### src/rtl/shift_sequencer_pkg.sv
// Shared types and constants for the multi-cycle shift sequencer.
package shift_sequencer_pkg;

    localparam int unsigned XLEN     = 32;
    localparam int unsigned STEP_DEF = 4;
    localparam int unsigned SHAMT_W  = 5;

    typedef enum logic [1:0] {
        OP_SLL = 2'b00,
        OP_SRL = 2'b01,
        OP_SRA = 2'b10,
        OP_RSV = 2'b11
    } op_e;

    typedef enum logic [1:0] {
        ST_IDLE  = 2'b00,
        ST_SHIFT = 2'b01,
        ST_DONE  = 2'b10
    } state_e;

endpackage

### src/rtl/shift_sequencer_if.sv
// Request/response bus between pipeline control and the shift sequencer.
interface shift_sequencer_if;
    import shift_sequencer_pkg::*;

    logic            flush;
    logic            req_valid;
    logic            req_ready;
    op_e             req_op;
    logic [XLEN-1:0] req_a;
    logic [XLEN-1:0] req_b;
    logic            rsp_valid;
    logic            rsp_ready;
    logic [XLEN-1:0] rsp_data;
    logic            busy;

    modport master (
        output flush, req_valid, req_op, req_a, req_b, rsp_ready,
        input  req_ready, rsp_valid, rsp_data, busy
    );

    modport slave (
        input  flush, req_valid, req_op, req_a, req_b, rsp_ready,
        output req_ready, rsp_valid, rsp_data, busy
    );

endinterface

### src/rtl/shift_sequencer_step.sv
// Combinational chunk shifter: shifts by s (0..STEP) bits in one cycle.
module shift_step
    import shift_sequencer_pkg::*;
#(
    parameter int unsigned STEP = STEP_DEF
) (
    input  logic [XLEN-1:0]        din,
    input  op_e                    op,
    input  logic                   sign,
    input  logic [$clog2(STEP):0]  s,
    output logic [XLEN-1:0]        dout_c
);

    logic [XLEN-1:0] fill;

    always_comb begin
        fill   = sign ? ~({XLEN{1'b1}} >> s) : '0;
        dout_c = din;
        unique case (op)
            OP_SLL:  dout_c = din << s;
            OP_SRL:  dout_c = din >> s;
            OP_SRA:  dout_c = (din >> s) | fill;
            default: dout_c = din;
        endcase
    end

endmodule

### src/rtl/shift_sequencer.sv
// Multi-cycle RV32 shift unit: up to STEP bits per cycle, valid/ready response.
module shift_sequencer
    import shift_sequencer_pkg::*;
#(
    parameter int unsigned STEP = STEP_DEF
) (
    input  logic               clk,
    input  logic               rst,
    shift_sequencer_if.slave   bus
);

    localparam int unsigned S_W = $clog2(STEP) + 1;

    state_e             state;
    op_e                op_q;
    logic               sign_q;
    logic [XLEN-1:0]    work;
    logic [SHAMT_W-1:0] amt_rem;
    logic               rsp_valid_q;
    logic [XLEN-1:0]    rsp_data_q;

    logic [S_W-1:0]     step_s;
    logic [SHAMT_W-1:0] amt_next;
    logic [XLEN-1:0]    step_out;
    logic [SHAMT_W-1:0] req_amt;

    // Chunk size for this cycle: min(remaining, STEP).
    always_comb begin
        step_s   = (32'(amt_rem) > STEP) ? S_W'(STEP) : S_W'(amt_rem);
        amt_next = amt_rem - SHAMT_W'(step_s);
        req_amt  = bus.req_b[SHAMT_W-1:0];
    end

    shift_step #(.STEP(STEP)) u_step (
        .din    (work),
        .op     (op_q),
        .sign   (sign_q),
        .s      (step_s),
        .dout_c (step_out)
    );

    always_ff @(posedge clk or posedge rst) begin
        if (rst) begin
            state       <= ST_IDLE;
            op_q        <= OP_SLL;
            sign_q      <= 1'b0;
            work        <= '0;
            amt_rem     <= '0;
            rsp_valid_q <= 1'b0;
            rsp_data_q  <= '0;
        end else if (bus.flush) begin
            // Abort wins over any accept or response handshake this cycle.
            state       <= ST_IDLE;
            amt_rem     <= '0;
            rsp_valid_q <= 1'b0;
        end else begin
            unique case (state)
                ST_IDLE: begin
                    if (bus.req_valid) begin
                        op_q   <= bus.req_op;
                        sign_q <= bus.req_a[XLEN-1];
                        work   <= bus.req_a;
                        if (req_amt == '0 || bus.req_op == OP_RSV) begin
                            rsp_data_q  <= bus.req_a;
                            rsp_valid_q <= 1'b1;
                            state       <= ST_DONE;
                        end else begin
                            amt_rem <= req_amt;
                            state   <= ST_SHIFT;
                        end
                    end
                end
                ST_SHIFT: begin
                    work       <= step_out;
                    rsp_data_q <= step_out;
                    amt_rem    <= amt_next;
                    if (amt_next == '0) begin
                        rsp_valid_q <= 1'b1;
                        state       <= ST_DONE;
                    end
                end
                ST_DONE: begin
                    if (bus.rsp_ready) begin
                        rsp_valid_q <= 1'b0;
                        state       <= ST_IDLE;
                    end
                end
                default: state <= ST_IDLE;
            endcase
        end
    end

    assign bus.req_ready = (state == ST_IDLE) && !bus.flush && !rst;
    assign bus.rsp_valid = rsp_valid_q;
    assign bus.rsp_data  = rsp_data_q;
    assign bus.busy      = (state != ST_IDLE);

endmodule
### src/flat_wrapper.sv
// flat-port wrapper written by rule: the top's interface ports become plain ports
module shift_sequencer_flat import shift_sequencer_pkg::*;
#(
    parameter int unsigned STEP = STEP_DEF
)
  (clk, rst, bus_flush, bus_req_valid, bus_req_op, bus_req_a, bus_req_b, bus_rsp_ready, bus_req_ready, bus_rsp_valid, bus_rsp_data, bus_busy);
  shift_sequencer_if bus_i ();
  input  logic clk;
  input  logic rst;
  input wire logic [$bits(bus_i.flush)-1:0] bus_flush;
  input wire logic [$bits(bus_i.req_valid)-1:0] bus_req_valid;
  input wire logic [$bits(bus_i.req_op)-1:0] bus_req_op;
  input wire logic [$bits(bus_i.req_a)-1:0] bus_req_a;
  input wire logic [$bits(bus_i.req_b)-1:0] bus_req_b;
  input wire logic [$bits(bus_i.rsp_ready)-1:0] bus_rsp_ready;
  output wire logic [$bits(bus_i.req_ready)-1:0] bus_req_ready;
  output wire logic [$bits(bus_i.rsp_valid)-1:0] bus_rsp_valid;
  output wire logic [$bits(bus_i.rsp_data)-1:0] bus_rsp_data;
  output wire logic [$bits(bus_i.busy)-1:0] bus_busy;
  assign bus_i.flush = bus_flush;
  assign bus_i.req_valid = bus_req_valid;
  assign bus_i.req_op = bus_req_op;
  assign bus_i.req_a = bus_req_a;
  assign bus_i.req_b = bus_req_b;
  assign bus_i.rsp_ready = bus_rsp_ready;
  assign bus_req_ready = bus_i.req_ready;
  assign bus_rsp_valid = bus_i.rsp_valid;
  assign bus_rsp_data = bus_i.rsp_data;
  assign bus_busy = bus_i.busy;
  shift_sequencer #(.STEP(STEP)) u_core (.clk(clk), .rst(rst), .bus(bus_i));
endmodule
### config.mk
export PLATFORM = sky130hd
export DESIGN_NAME = shift_sequencer_flat
export DESIGN_NICKNAME = d
export VERILOG_FILES = /design/src/rtl/shift_sequencer_pkg.sv /design/src/rtl/shift_sequencer_if.sv /design/src/rtl/shift_sequencer_step.sv /design/src/rtl/shift_sequencer.sv /design/src/flat_wrapper.sv
export SDC_FILE = /design/constraint.sdc
export NUM_CORES = 1
export LEC_CHECK = 0
export ABC_CLOCK_PERIOD_IN_PS = 3100
export BUFFER_PORTS_ARGS = -buffer_cell sky130_fd_sc_hd__buf_2
export CORE_MARGIN = 2
export CORE_UTILIZATION = 50
export CTS_CLUSTER_DIAMETER = 100
export DETAILED_ROUTE_END_ITERATION = 10
export PLACE_DENSITY = 0.8
export SETUP_SLACK_MARGIN = 0.1
export SYNTH_ARGS = -nofsm -noshare
export SYNTH_HDL_FRONTEND = slang
export SYNTH_HIERARCHICAL = 1
export SYNTH_SLANG_ARGS = --single-unit
### constraint.sdc
create_clock -name clk -period 3.1 [get_ports clk]
set_input_delay 0.155 -clock clk [delete_from_list [all_inputs] [get_ports clk]]
set_output_delay 0.155 -clock clk [all_outputs]
set_load 0.05 [all_outputs]
-- Yosys cells after proc, flatten, opt, wreduce, memory -nomap -nowiden
Cells that the tools add are included.
Widths: inputs -> output; s select.
- register bits: 75
- input port bits: 71
- reductions and logical operators: 19
- add/sub/neg operators: 1
- mux-type cells: 24
- bitwise gates (word level): 3
- shift operators: 3
- equal/unequal tests: 12
- magnitude comparators: 1
- operator list (operator ; number):
    $mux 32 ; 4
    $pmux 32 s2 ; 2
    $pmux 32 s3 ; 1
    $not 32->32 ; 1
    $or 32x32->32 ; 1
    $shl 32x3->32 ; 1
    $shr 32x3->32 ; 1
    $shr 32x3->32 const A ; 1
    $mux 5 ; 3
    $reduce_and 3->1 ; 4
    $logic_not 5->1 ; 2
    $mux 2 ; 5
    $pmux 5 s2 ; 1
    $ne 3x3->1 const B ; 3
    $eq 2x2->1 const B ; 3
    $ne 3x2->1 const B ; 2
    $pmux 2 s3 ; 1
    $gt 5x3->1 const B ; 1
    $mux 1 ; 5
    $reduce_and 5->1 ; 1
    $sub 5x3->5 ; 1
    $eq 2x1->1 const B ; 2
    $logic_not 2->1 ; 2
    $reduce_and 4->1 ; 1
    other kinds (11) ; 14

-- Longest topological paths before layout
Gate-level depths: netlist of run 1.
- word-level depth: 8
- mapped depth: 14
- gate-level depth less buffers: 9

-- Modules after synthesis
The synthesis of run 1 kept the hierarchy.
- modules (own cells, without submodules) (module ; area an instance (µm²) ; seq. area each (µm²) ; times used ; cells each):
    shift_sequencer ; 3612.2 ; 1876.8 ; 1 ; 309
    shift_step ; 3118.0 ; 0.0 ; 1 ; 400

-- Least setup slack after synthesis of run 1
No wires, ideal clock.
- path type: reg2reg
- start point: register u_core.amt_rem[3]
- end point: register u_core.rsp_data_q[13], in the netlist u_core/bus.rsp_data[13]
- required time: 2.975 ns
- data arrival time: 2.614 ns
- path slack: 0.361 ns
- library setup time: 0.125 ns
- cell stages (with the launch flop): 12
- cell sequence: dfrtp_1 > buf_4 > nor3_1 > and2_1 > buf_6 > buf_12 > buf_12 > mux4_2 > mux2_2 > a221o_1 > mux2_2 > mux2_4
- cells in the longest elaborated chain, start to end: 8
- RTL lines (element ; line ; text):
    start, declared ; shift_sequencer.sv:18 ; logic [SHAMT_W-1:0] amt_rem;
    start signal, assigned ; shift_sequencer.sv:68 ; amt_rem <= req_amt;
    start signal, assigned ; shift_sequencer.sv:76 ; amt_rem <= amt_next;
    $gt 5x3->1 * ; shift_sequencer.sv:29 ; step_s = (32'(amt_rem) > STEP) ? S_W'(STEP) : S_W'(amt_rem);
    $mux 3 * ; shift_sequencer.sv:29 ;
    named net u_core.step_s[1] ; shift_sequencer.sv:22 ; logic [S_W-1:0] step_s;
    $shr 32x3->32 ; shift_sequencer_step.sv:17 ; fill = sign ? ~({XLEN{1'b1}} >> s) : '0;
    $not 32->32 ; shift_sequencer_step.sv:17 ;
    $mux 32 ; shift_sequencer_step.sv:17 ;
    $or 32x32->32 ; shift_sequencer_step.sv:22 ; OP_SRA: dout_c = (din >> s) | fill;
    $pmux 32 s3 * ; shift_sequencer_step.sv:19 ; unique case (op)
    named net u_core.step_out[13] ; shift_sequencer.sv:24 ; logic [XLEN-1:0] step_out;
    $pmux 32 s2 * ; shift_sequencer.sv:57 ; unique case (state)
    end signal, assigned ; shift_sequencer.sv:64 ; rsp_data_q <= bus.req_a;
    end signal, assigned ; shift_sequencer.sv:75 ; rsp_data_q <= step_out;
    end, declared ; shift_sequencer.sv:20 ; logic [XLEN-1:0] rsp_data_q;
Mark *: on every way through the listed nets, which the timed path passes. The rest lies on a longest branch.
A chain may end at the register's enable or synchronous reset.

-- Final worst setup path of run 1
- start point: register u_core.amt_rem[4]
- end point: register u_core.rsp_data_q[8], in the netlist u_core/bus.rsp_data[8]
Same word-level chain as after synthesis.

==> results of run 1 <==
-- per-layer routing --
metal / track usage (%) / vias to the layer above / part of all wire, %
met5: 0 / - / 0
met4: 10.29 / 0 / 2.8
met3: 4.563 / 41 / 7.2
met2: 39.24 / 261 / 46
met1: 34.87 / 2866 / 44
li1: - / 2787 / -
-- cells by family (layout without fill, tap and decap cells) --
family / after synthesis / in the layout / share of synthesized area (%)
flip-flops: 75 / 75 / 27.89
AO/OA/AOI/OAI: 170 / 170 / 17.05
other: 2 / 2 / 0.1116
multiplexers: 204 / 204 / 35.64
adder cells (fa/ha/maj): 5 / 5 / 0.9295
AND/OR/NAND/NOR: 164 / 164 / 10.76
XOR/XNOR: 1 / 1 / 0.1302
buffers and inverters: 88 / 172 / 7.492
-- cells in the final DEF, fill, tap and decap left out, types with 22 or more instances in the layout --
| cell | netlist | layout |
|---|---|---|
| a21oi_1 | 55 | 55 |
| buf_2 | 19 | 78 |
| buf_4 | 7 | 41 |
| dfrtp_1 | 75 | 75 |
| inv_1 | 30 | 27 |
| mux2_2 | 53 | 53 |
| mux2i_1 | 120 | 120 |
| nand2_1 | 45 | 45 |
| nor2_1 | 74 | 74 |
| o21ai_0 | 22 | 22 |
-- area by class of cell --
type / count / area [um^2] / area share, %
repair buffers: 125 / 808.3 / 10.47
well taps: 176 / 220.2 / 2.852
multi-input cells: 546 / 4369 / 56.58
flip-flops and latches: 75 / 1877 / 24.30
inverters: 31 / 120.1 / 1.555
clock buffers: 11 / 252.7 / 3.273
clock inverters: 5 / 75.07 / 0.9721
-- registers in the layout, summed over array words and instances, names as in the netlist --
name and cells:
u_core/state 2, u_core/sign_q 1, u_core/work 32, u_core/bus.rsp_data 32
u_core/amt_rem 5, u_core/op_q 2, u_core/bus.rsp_valid 1
-- per-stage QoR --
stage	setup WS, ns	std cells	hold slack (ns)
final	0.2868	969	0.06569
after global routing	0.1808	969	0.05943
after CTS	0.1629	963	0.05713
after detailed placement	0.1791	946	0.3591
after global placement	0.2003	946	0.3353
after floorplan	0.3611	709	0.3067
-- path summary, 6_finish.rpt --
check | startpoint | to | slack (ns)
setup reg to reg | u_core/amt_rem[4]$_DFFE_PP0P_ | u_core/bus.rsp_data[8]$_DFFE_PP0P_ | 0.29
max in group asynchronous | rst | u_core/work[23]$_DFFE_PP0P_ | 1.82
hold reg to reg | u_core/bus.rsp_data[10]$_DFFE_PP0P_ | u_core/bus.rsp_data[10]$_DFFE_PP0P_ | 0.51
min in group asynchronous | rst | u_core/bus.rsp_valid$_DFFE_PP0P_ | 0.50
setup / recovery | u_core/amt_rem[4]$_DFFE_PP0P_ | u_core/bus.rsp_data[8]$_DFFE_PP0P_ | 0.29
hold / removal | bus_req_a[31] | u_core/sign_q$_DFFE_PP0P_ | 0.07
-- timing repair --
| item | 4_1_cts | 5_1_grt |
|---|---|---|
| endpoints found under the setup margin | 0 | 36 |
| buffers inserted | 0 | 6 |
| hold endpoints to repair | 34 | 0 |
| gates resized for setup | 0 | 2 |
| hold buffers | 1 | 0 |
==> summary.txt, run 1 <==
Synth
  – Most frequent cell after synthesis: mux2i_1
  – Synth Warn #: 6
  – Synth Register Bits: 75
  – Post-Synthesis Net Count: 785
  – Mapped Cells: between 700 and 800
  – Leading area contributor after synthesis: dfrtp_1
  – Post-synth EDFFs: 0
  – Synth top area share: 27.89%
  – Synth Area per Inst: 9.493 um^2
  – Synth cell types: just under 70
  – Prevailing post-synth register cell: dfrtp_1
  – Cell Area, Synth: just under 7000 um^2
  – Seq/Total Area, Yosys: 27.89%
  – Commonest cells post-synth: 120 x mux2i_1, 75 x dfrtp_1, 74 x nor2_1
  – Top cells by area, synth: dfrtp_1 28%, mux2i_1 18%, mux2_2 8.9%, mux4_2 6.4%, nor2_1 4.1%
  – Async SR Flop Fraction: 100.0%

Setup path
  – CP Launch Type: flip-flop
  – CP Buf/Inv Count: 1
  – Crit-path cells: nor3_2 -> and2_4 -> buf_12 -> mux2_2 -> mux2i_1 -> mux2i_1 -> a221o_1 -> mux2_2 -> mux2_4
  – Number of cells on the critical path: 9
  – Worst Reg-to-Reg Cells: 9
  – Critical path class: flip-flop to flip-flop
  – Kind of end point of the critical path: flip-flop
  – Req. time, crit path: 3.34 ns
  – Critical path's largest stage delay: 0.38 ns
  – CP delay by family, top: multiplexers
  – Slowest stage cell, crit path: dfrtp_1
  – Crit path arrival time: 3.05 ns
  – Crit-path max FO: 28

Drt
  – Initial DRC count: 528
  – Remaining DRCs: 0
  – Via density: between 6 and 7
  – Via count: 5,955
  – Routed WL: 17,760 um
  – Routed Antenna Nets: 0
  – Wire length per cell: around 18 um
  – Initial DRT Pass Iterations: 5

Clock tree
  – CTS tree: built
  – Num Clock Sinks: 75
  – Num CTS Buffers: 9
  – Reg clk slew, reported paths: around 0.060 ns
  – CTS max path bufs: 2
  – H-tree levels: 3
  – CTS root buf: clkbuf_16
  – Worst skew pair latency: 0.35 ns

Place
  – Placed instance area: 7318 um^2
  – GPL Wtd Cong: 0.9573
  – Final HPWL DP: ~13,000 um
  – Number of port buffers: 78

Global routing
  – Vias in the first global route: 5,703
  – First-pass GRT wire length: between 20,000 and 30,000 um
  – GRT Overall Usage: 25.28%
  – Total gr overflow: 0
  – Largest net degree at the start of global routing: 65
  – Initial antenna violation count: 0

STA
  – Minimum clock period after layout: 2.813 ns
  – Setup TNS: 0 ns
  – Max Fclk: between 300 and 400 MHz
  – Max Slew Vio Count: 0
  – Clk_skew: ~0.0058 ns
  – Final count of negative-setup-slack endpoints: 0
  – Final hold vios: 0
  – Final period util: 90.75%
  – Pin slew with the least headroom to its limit: 1.077 ns
  – RSZ-0062 raised after global routing: no
  – Max-slew headroom: 27.96%

Floorplanning
  – Die Y: 120.0 um
  – I/O pins: 106
  – Core Area: 13,190 um^2
  – Die footprint: 14,400 um^2
  – # rows: 42
  – Die W: 120.0 um
  – Initial Util: roughly half

Layout
  – Ant. Diodes: 0
  – Synth-to-Final Area Change: 14.74%
  – Util after Layout: 58.55%
  – Final net count: 864
  – Cell area after layout: 7722 um^2
  – Fraction of layout cells with a size suffix above 1: 30.52%
  – FILL cells: 1,139

Hold path
  – WHS Path Cells: 2
  – Min-delay worst type: input pin to flip-flop

Flow run
  – Max_cap viols: 0

Status
  – Run status: complete, no violations
Power of run 1 is left out: the tool's default activity adds up to more than one toggle a clock period on the data nets, which glitch-free logic cannot reach.
==> run 2, diff against run 1 <==
RECOVER_POWER = 25   (was default)
==> summary.txt, run 2 (synthesis results as in run 1) <==
Setup path
  – CP Buf/Inv Count: 1
  – Crit-path max FO: 29
  – CP delay by family, top: multiplexers
  – Worst R2R Setup Slack: 0.29 ns
  – Critical path's largest stage delay: between 0.3 and 0.4 ns
  – Worst reg2reg endpoint: u_core/bus.rsp_data[15]$_DFFE_PP0P_
  – Crit path arrival time: 3.05 ns
  – Crit-path cells: nor3_2 -> and2_4 -> buf_12 -> mux2i_1 -> mux2i_1 -> mux2i_1 -> a21oi_1 -> a221o_1 -> mux2_2 -> mux2_2
  – Most used cell, CP: mux2i_1
  – Worst Reg-to-Reg Cells: 10
  – Slowest stage cell, crit path: dfrtp_1
  – CP Launch Type: flip-flop
  – R2R Path Start: u_core/amt_rem[4]$_DFFE_PP0P_
  – Req. time, crit path: 3.34 ns
  – Kind of end point of the critical path: flip-flop
  – Critical path class: flip-flop to flip-flop

Floorplanning
  – Die W: about 120 um
  – Die Y: 120.0 um
  – Initial Util: 51.02%
  – # rows: 42
  – I/O pins: 106
  – Core Area: 13,190 um^2
  – Die footprint: 14,400 um^2

Place
  – Inst Count DP: 946
  – Placed instance area: between 7000 and 8000 um^2
  – Final HPWL DP: 12,640 um
  – Number of port buffers: 78
  – GPL Wtd Cong: 0.9573

Drt
  – Via density: 6.168
  – Routed WL: about 18,000 um
  – Via count: 5,977
  – Initial DRT Pass Iterations: 6
  – Wire length per cell: 18.33 um
  – Routed Antenna Nets: 0
  – Remaining DRCs: 0
  – Initial DRC count: 553

Layout
  – Commonest non-fill, non-tap cell in the layout: mux2i_1
  – FILL cells: around 1,200
  – Fraction of layout cells with a size suffix above 1: 26.23%
  – Ant. Diodes: 0
  – Cell area after layout: around 7700 um^2
  – Non-Filler Instances: 969
  – Most frequent cells in the layout: 120 x mux2i_1, 75 x dfrtp_1, 74 x nor2_1
  – Synth-to-Final Area Change: 14.13%
  – Final net count: 864

STA
  – Max-slew headroom: 8.109%
  – Hold Slack: 0.06539 ns
  – Max Fclk: approximately 360 MHz
  – Max Slew Vio Count: 0
  – Final hold vios: 0
  – Pin slew with the least headroom to its limit: 1.377 ns
  – Final period util: between 90 and 100%
  – RSZ-0062 raised after global routing: no
  – Final count of negative-setup-slack endpoints: 0
  – Clk_skew: 0.005490 ns
  – Minimum clock period after layout: 2.814 ns
  – Setup TNS: 0 ns

Global routing
  – Initial antenna violation count: 0
  – Vias in the first global route: 5,703
  – First-pass GRT wire length: 28,990 um
  – GRT Overall Usage: about a quarter
  – Largest net degree at the start of global routing: 65
  – Total gr overflow: 0

Clock tree
  – CTS tree: built
  – Reg clk slew, reported paths: about 0.06 ns
  – CTS root buf: clkbuf_16
  – Worst skew pair latency: 0.35 ns
  – Num CTS Buffers: 9
  – H-tree levels: 3
  – Num Clock Sinks: 75
  – CTS max path bufs: 2

Hold path
  – WHS Path Cells: 2
  – Min-delay worst type: input pin to flip-flop
  – Hold path endpoint: u_core/sign_q$_DFFE_PP0P_
  – Hold_sp: bus_req_a[31]

Status
  – Run status: complete, no violations

Flow run
  – Max_cap viols: 0
run 2: changes by cell type in the layout (fill, tap and decap cells not counted):
cell,before,now
inv_1,27,28
buf_2,78,45
inv_2,2,1
clkbuf_1,0,33
run 2: per-stage QoR:
step	util, %	setup WS (ns)
after floorplan	-	0.3611
after CTS	58.04	0.1629
after detailed placement	55.48	0.1791
final	58.23	0.2864
after global routing	58.23	0.1808
after global placement	55.48	0.2003
run 2: cell type report:
class	count	area, um^2	share of cell area (%)
clock inverter	5	75.07	0.9774
timing repair buffer	125	767.0	9.985
sequential	75	1877	24.43
inverter	31	120.1	1.564
clock buffer	11	252.7	3.290
tap	176	220.2	2.867
multi-input combinational	546	4369	56.88
run 2: per-layer routing:
layer	up-vias	track usage [%]	routed length, um
met5	-	0	0
met4	0	10.29	586
met3	55	4.563	1353
met2	267	39.24	8186
met1	2865	34.87	7635
li1	2790	-	-
run 2: worst max path at each step:
stage | from | end | slack, ns | depth (start not counted)
after floorplan | u_core/amt_rem[3]$_DFFE_PP0P_ | u_core/bus.rsp_data[13]$_DFFE_PP0P_ | 0.36 | 11
after global placement | u_core/amt_rem[4]$_DFFE_PP0P_ | u_core/bus.rsp_data[13]$_DFFE_PP0P_ | 0.20 | 7
after detailed placement | u_core/amt_rem[4]$_DFFE_PP0P_ | u_core/bus.rsp_data[2]$_DFFE_PP0P_ | 0.18 | 10
after CTS | u_core/amt_rem[4]$_DFFE_PP0P_ | u_core/work[2]$_DFFE_PP0P_ | 0.16 | 10
after global routing | u_core/amt_rem[4]$_DFFE_PP0P_ | u_core/bus.rsp_data[8]$_DFFE_PP0P_ | 0.18 | 9
final | u_core/amt_rem[4]$_DFFE_PP0P_ | u_core/bus.rsp_data[15]$_DFFE_PP0P_ | 0.29 | 10
run 2: repair_timing:
action | CTS | global route
hold buffers | 1 | 0
setup buffers | 0 | 6
setup endpoints to repair | 0 | 36
hold endpoints to repair | 34 | 0
resized for setup | 0 | 2
Power of run 2 is left out for the same reason.
==> run 3, diff against run 2 <==
ABC_AREA = 1   (was default)
==> summary.txt, run 3 <==
Drt
  – Remaining DRCs: 0
  – Routed Antenna Nets: 0
  – Wire length per cell: 15.49 um
  – Initial DRT Pass Iterations: 8
  – Via density: 5.823
  – Initial DRC count: 776
  – Via count: 6,760
  – Routed WL: 17,980 um

Clock tree
  – Num Clock Sinks: 75
  – CTS root buf: clkbuf_16
  – PostCTS Resize Cnt: 0
  – Worst skew pair latency: 0.35 ns
  – Reg clk slew, reported paths: about 0.060 ns
  – Post-CTS Hold Buffers: 1
  – Setup bufs post-CTS: 0
  – CTS max path bufs: 2
  – H-tree levels: 3
  – CTS tree: built
  – Num CTS Buffers: 9

Setup path
  – Most used cell, CP: nand2_1
  – Worst R2R Setup Slack: 0.51 ns
  – Critical path class: flip-flop to flip-flop
  – R2R Path Start: u_core/amt_rem[2]$_DFFE_PP0P_
  – CP Launch Type: flip-flop
  – Req. time, crit path: 3.29 ns
  – Crit path arrival time: between 2 and 3 ns
  – CP delay by family, top: simple AND/OR/NAND/NOR gates
  – Slowest stage cell, crit path: dfrtp_1
  – Critical path's largest stage delay: between 0.3 and 0.4 ns
  – CP Buf/Inv Count: 3
  – Kind of end point of the critical path: flip-flop
  – Crit-path cells: inv_1 -> nand2_1 -> nor2_4 -> buf_4 -> buf_4 -> nand3_1 -> nand2_1 -> nand2_1 -> nand3_2 -> nand4_1 -> nand2_1 -> a31oi_1
  – Worst Reg-to-Reg Cells: 12
  – Crit-path max FO: 33
  – Worst reg2reg endpoint: u_core/work[6]$_DFFE_PP0P_

Global routing
  – Initial antenna violation count: 0
  – GRT Overall Usage: 27.63%
  – Largest net degree at the start of global routing: 64
  – Total gr overflow: 0
  – Vias in the first global route: 5,944
  – First-pass GRT wire length: around 29,000 um

Synth
  – Synth Warn #: 6
  – Mapped Cells: 942
  – Async SR Flop Fraction: between 90% and 100%
  – Leading area contributor after synthesis: dfrtp_1
  – Prevailing post-synth register cell: dfrtp_1
  – Top cells by area, synth: dfrtp_1 30%, nand2_1 18%, nand3_1 15%, a31oi_1 6.6%, nor2_1 5.8%
  – Synth Register Bits: 75
  – Post-Synthesis Net Count: 1,018
  – Commonest cells post-synth: 298 x nand2_1, 183 x nand3_1, 95 x nor2_1
  – Synth Area per Inst: around 6.6 um^2
  – Post-synth EDFFs: 0
  – Cell Area, Synth: 6181 um^2
  – Most frequent cell after synthesis: nand2_1
  – Synth top area share: a little under a third
  – Seq/Total Area, Yosys: between 30% and 40%
  – Synth cell types: 41

STA
  – Minimum clock period after layout: 2.592 ns
  – Clk_skew: 0.005529 ns
  – Max Slew Vio Count: 62
  – Final hold vios: 0
  – Max-slew headroom: -0.6779%
  – Pin slew with the least headroom to its limit: 1.510 ns
  – RSZ-0062 raised after global routing: no
  – Final count of negative-setup-slack endpoints: 0
  – Setup TNS: 0 ns
  – Max Fclk: 385.7 MHz
  – Final period util: 83.63%
  – Hold Slack: ~0.09 ns

Layout
  – Ant. Diodes: 0
  – Most frequent cells in the layout: 298 x nand2_1, 183 x nand3_1, 93 x nor2_1
  – Commonest non-fill, non-tap cell in the layout: nand2_1
  – Final net count: between 1,000 and 1,500
  – Area occupied by multi-input gates: 3749 um^2
  – FILL cells: around 1,200
  – Synth-to-Final Area Change: 9.595%
  – Util after Layout: 56.16%
  – FF+latch area: ~1900 um^2
  – Fraction of layout cells with a size suffix above 1: 17.52%

Status
  – Run status: finished, violations left
  – Failing checks: max-capacitance violations, max-slew violations

Floorplanning
  – Initial Util: 51.24%
  – # rows: 40
  – Die footprint: 13,270 um^2
  – I/O pins: roughly 110
  – Die W: 115.2 um
  – Die Y: about 120 um
  – Core Area: 12,060 um^2

Hold path
  – WHS Path Cells: 3
  – Hold_sp: bus_req_a[15]
  – Hold path endpoint: u_core/work[15]$_DFFE_PP0P_
  – Min-delay worst type: input pin to flip-flop

Flow run
  – Max_cap viols: 1

Place
  – Final HPWL DP: 12,560 um
  – Number of port buffers: a little under 80
  – GPL Wtd Cong: 0.9675
-- run 3: cell types whose count changed in the layout (fill, tap and decap cells not counted), sizes merged, moves of 11 or more --
cell    before  now
a31oi        5   65
mux2i      120    0
a221oi      11    0
inv         29   40
nor2        74  104
mux4        19    0
nand4        0   14
nand2       46  315
a21oi       56   18
clkbuf      44   13
nand3        9  199
mux2        65    1
-- run 3: layout make-up --
class                   count  area share (%)
clock buffers              11           3.731
flip-flops and latches     75           27.71
well taps                 168           3.103
multi-input cells         770           55.34
repair buffers             91           7.185
clock inverters             4          0.3879
inverters                  42           2.549
-- run 3: metrics by stage --
stage / area [um^2] / cells / setup WS (ns)
finish: 6774 / 1161 / 0.5076
global route: 6774 / 1161 / 0.3594
CTS: 6790 / 1161 / 0.5827
detailed placement: 6501 / 1145 / 0.6023
global placement: 6501 / 1145 / 0.6540
floorplan: 6181 / 942 / 1.035
-- run 3: routing by layer --
metal | routed length [um] | GRT usage (%) | share of wire (%) | up-vias
li1 | - | - | - | 3280
met1 | 7968 | 39.55 | 44 | 3077
met2 | 7818 | 41.06 | 43 | 361
met3 | 1752 | 6.484 | 9.7 | 42
met4 | 443 | 9.558 | 2.5 | 0
met5 | 0 | 0 | 0 | -
-- run 3: worst register-to-register path, stage by stage (launching register included) --
cell	delay [ns]
dfrtp_1	0.38
inv_1	0.12
nand2_1	0.17
nor2_4	0.16
buf_4	0.36
buf_4	0.37
nand3_1	0.13
nand2_1	0.12
nand2_1	0.07
nand3_2	0.07
nand4_1	0.21
nand2_1	0.17
a31oi_1	0.10
-- run 3: how the worst max path moves through the flow --
stage | from | end | depth (start not counted)
after floorplan | rst | u_core/amt_rem[0]$_DFFE_PP0P_ | 1
after global placement | u_core/amt_rem[4]$_DFFE_PP0P_ | u_core/bus.rsp_data[6]$_DFFE_PP0P_ | 12
after detailed placement | u_core/amt_rem[2]$_DFFE_PP0P_ | u_core/work[6]$_DFFE_PP0P_ | 12
after CTS | u_core/amt_rem[2]$_DFFE_PP0P_ | u_core/work[6]$_DFFE_PP0P_ | 12
after global routing | u_core/amt_rem[4]$_DFFE_PP0P_ | u_core/work[6]$_DFFE_PP0P_ | 12
final | u_core/amt_rem[2]$_DFFE_PP0P_ | u_core/work[6]$_DFFE_PP0P_ | 12
-- run 3: cell families after synthesis --
family | Yosys count | share of synthesized area (%)
fa+ha+maj | 5 | 1.012
mux | 1 | 0.1822
compound gates | 118 | 11.60
buf+inv | 97 | 9.150
other cells | 2 | 0.1215
flops | 75 | 30.36
simple gates | 644 | 47.57
Power of run 3 is left out for the same reason.
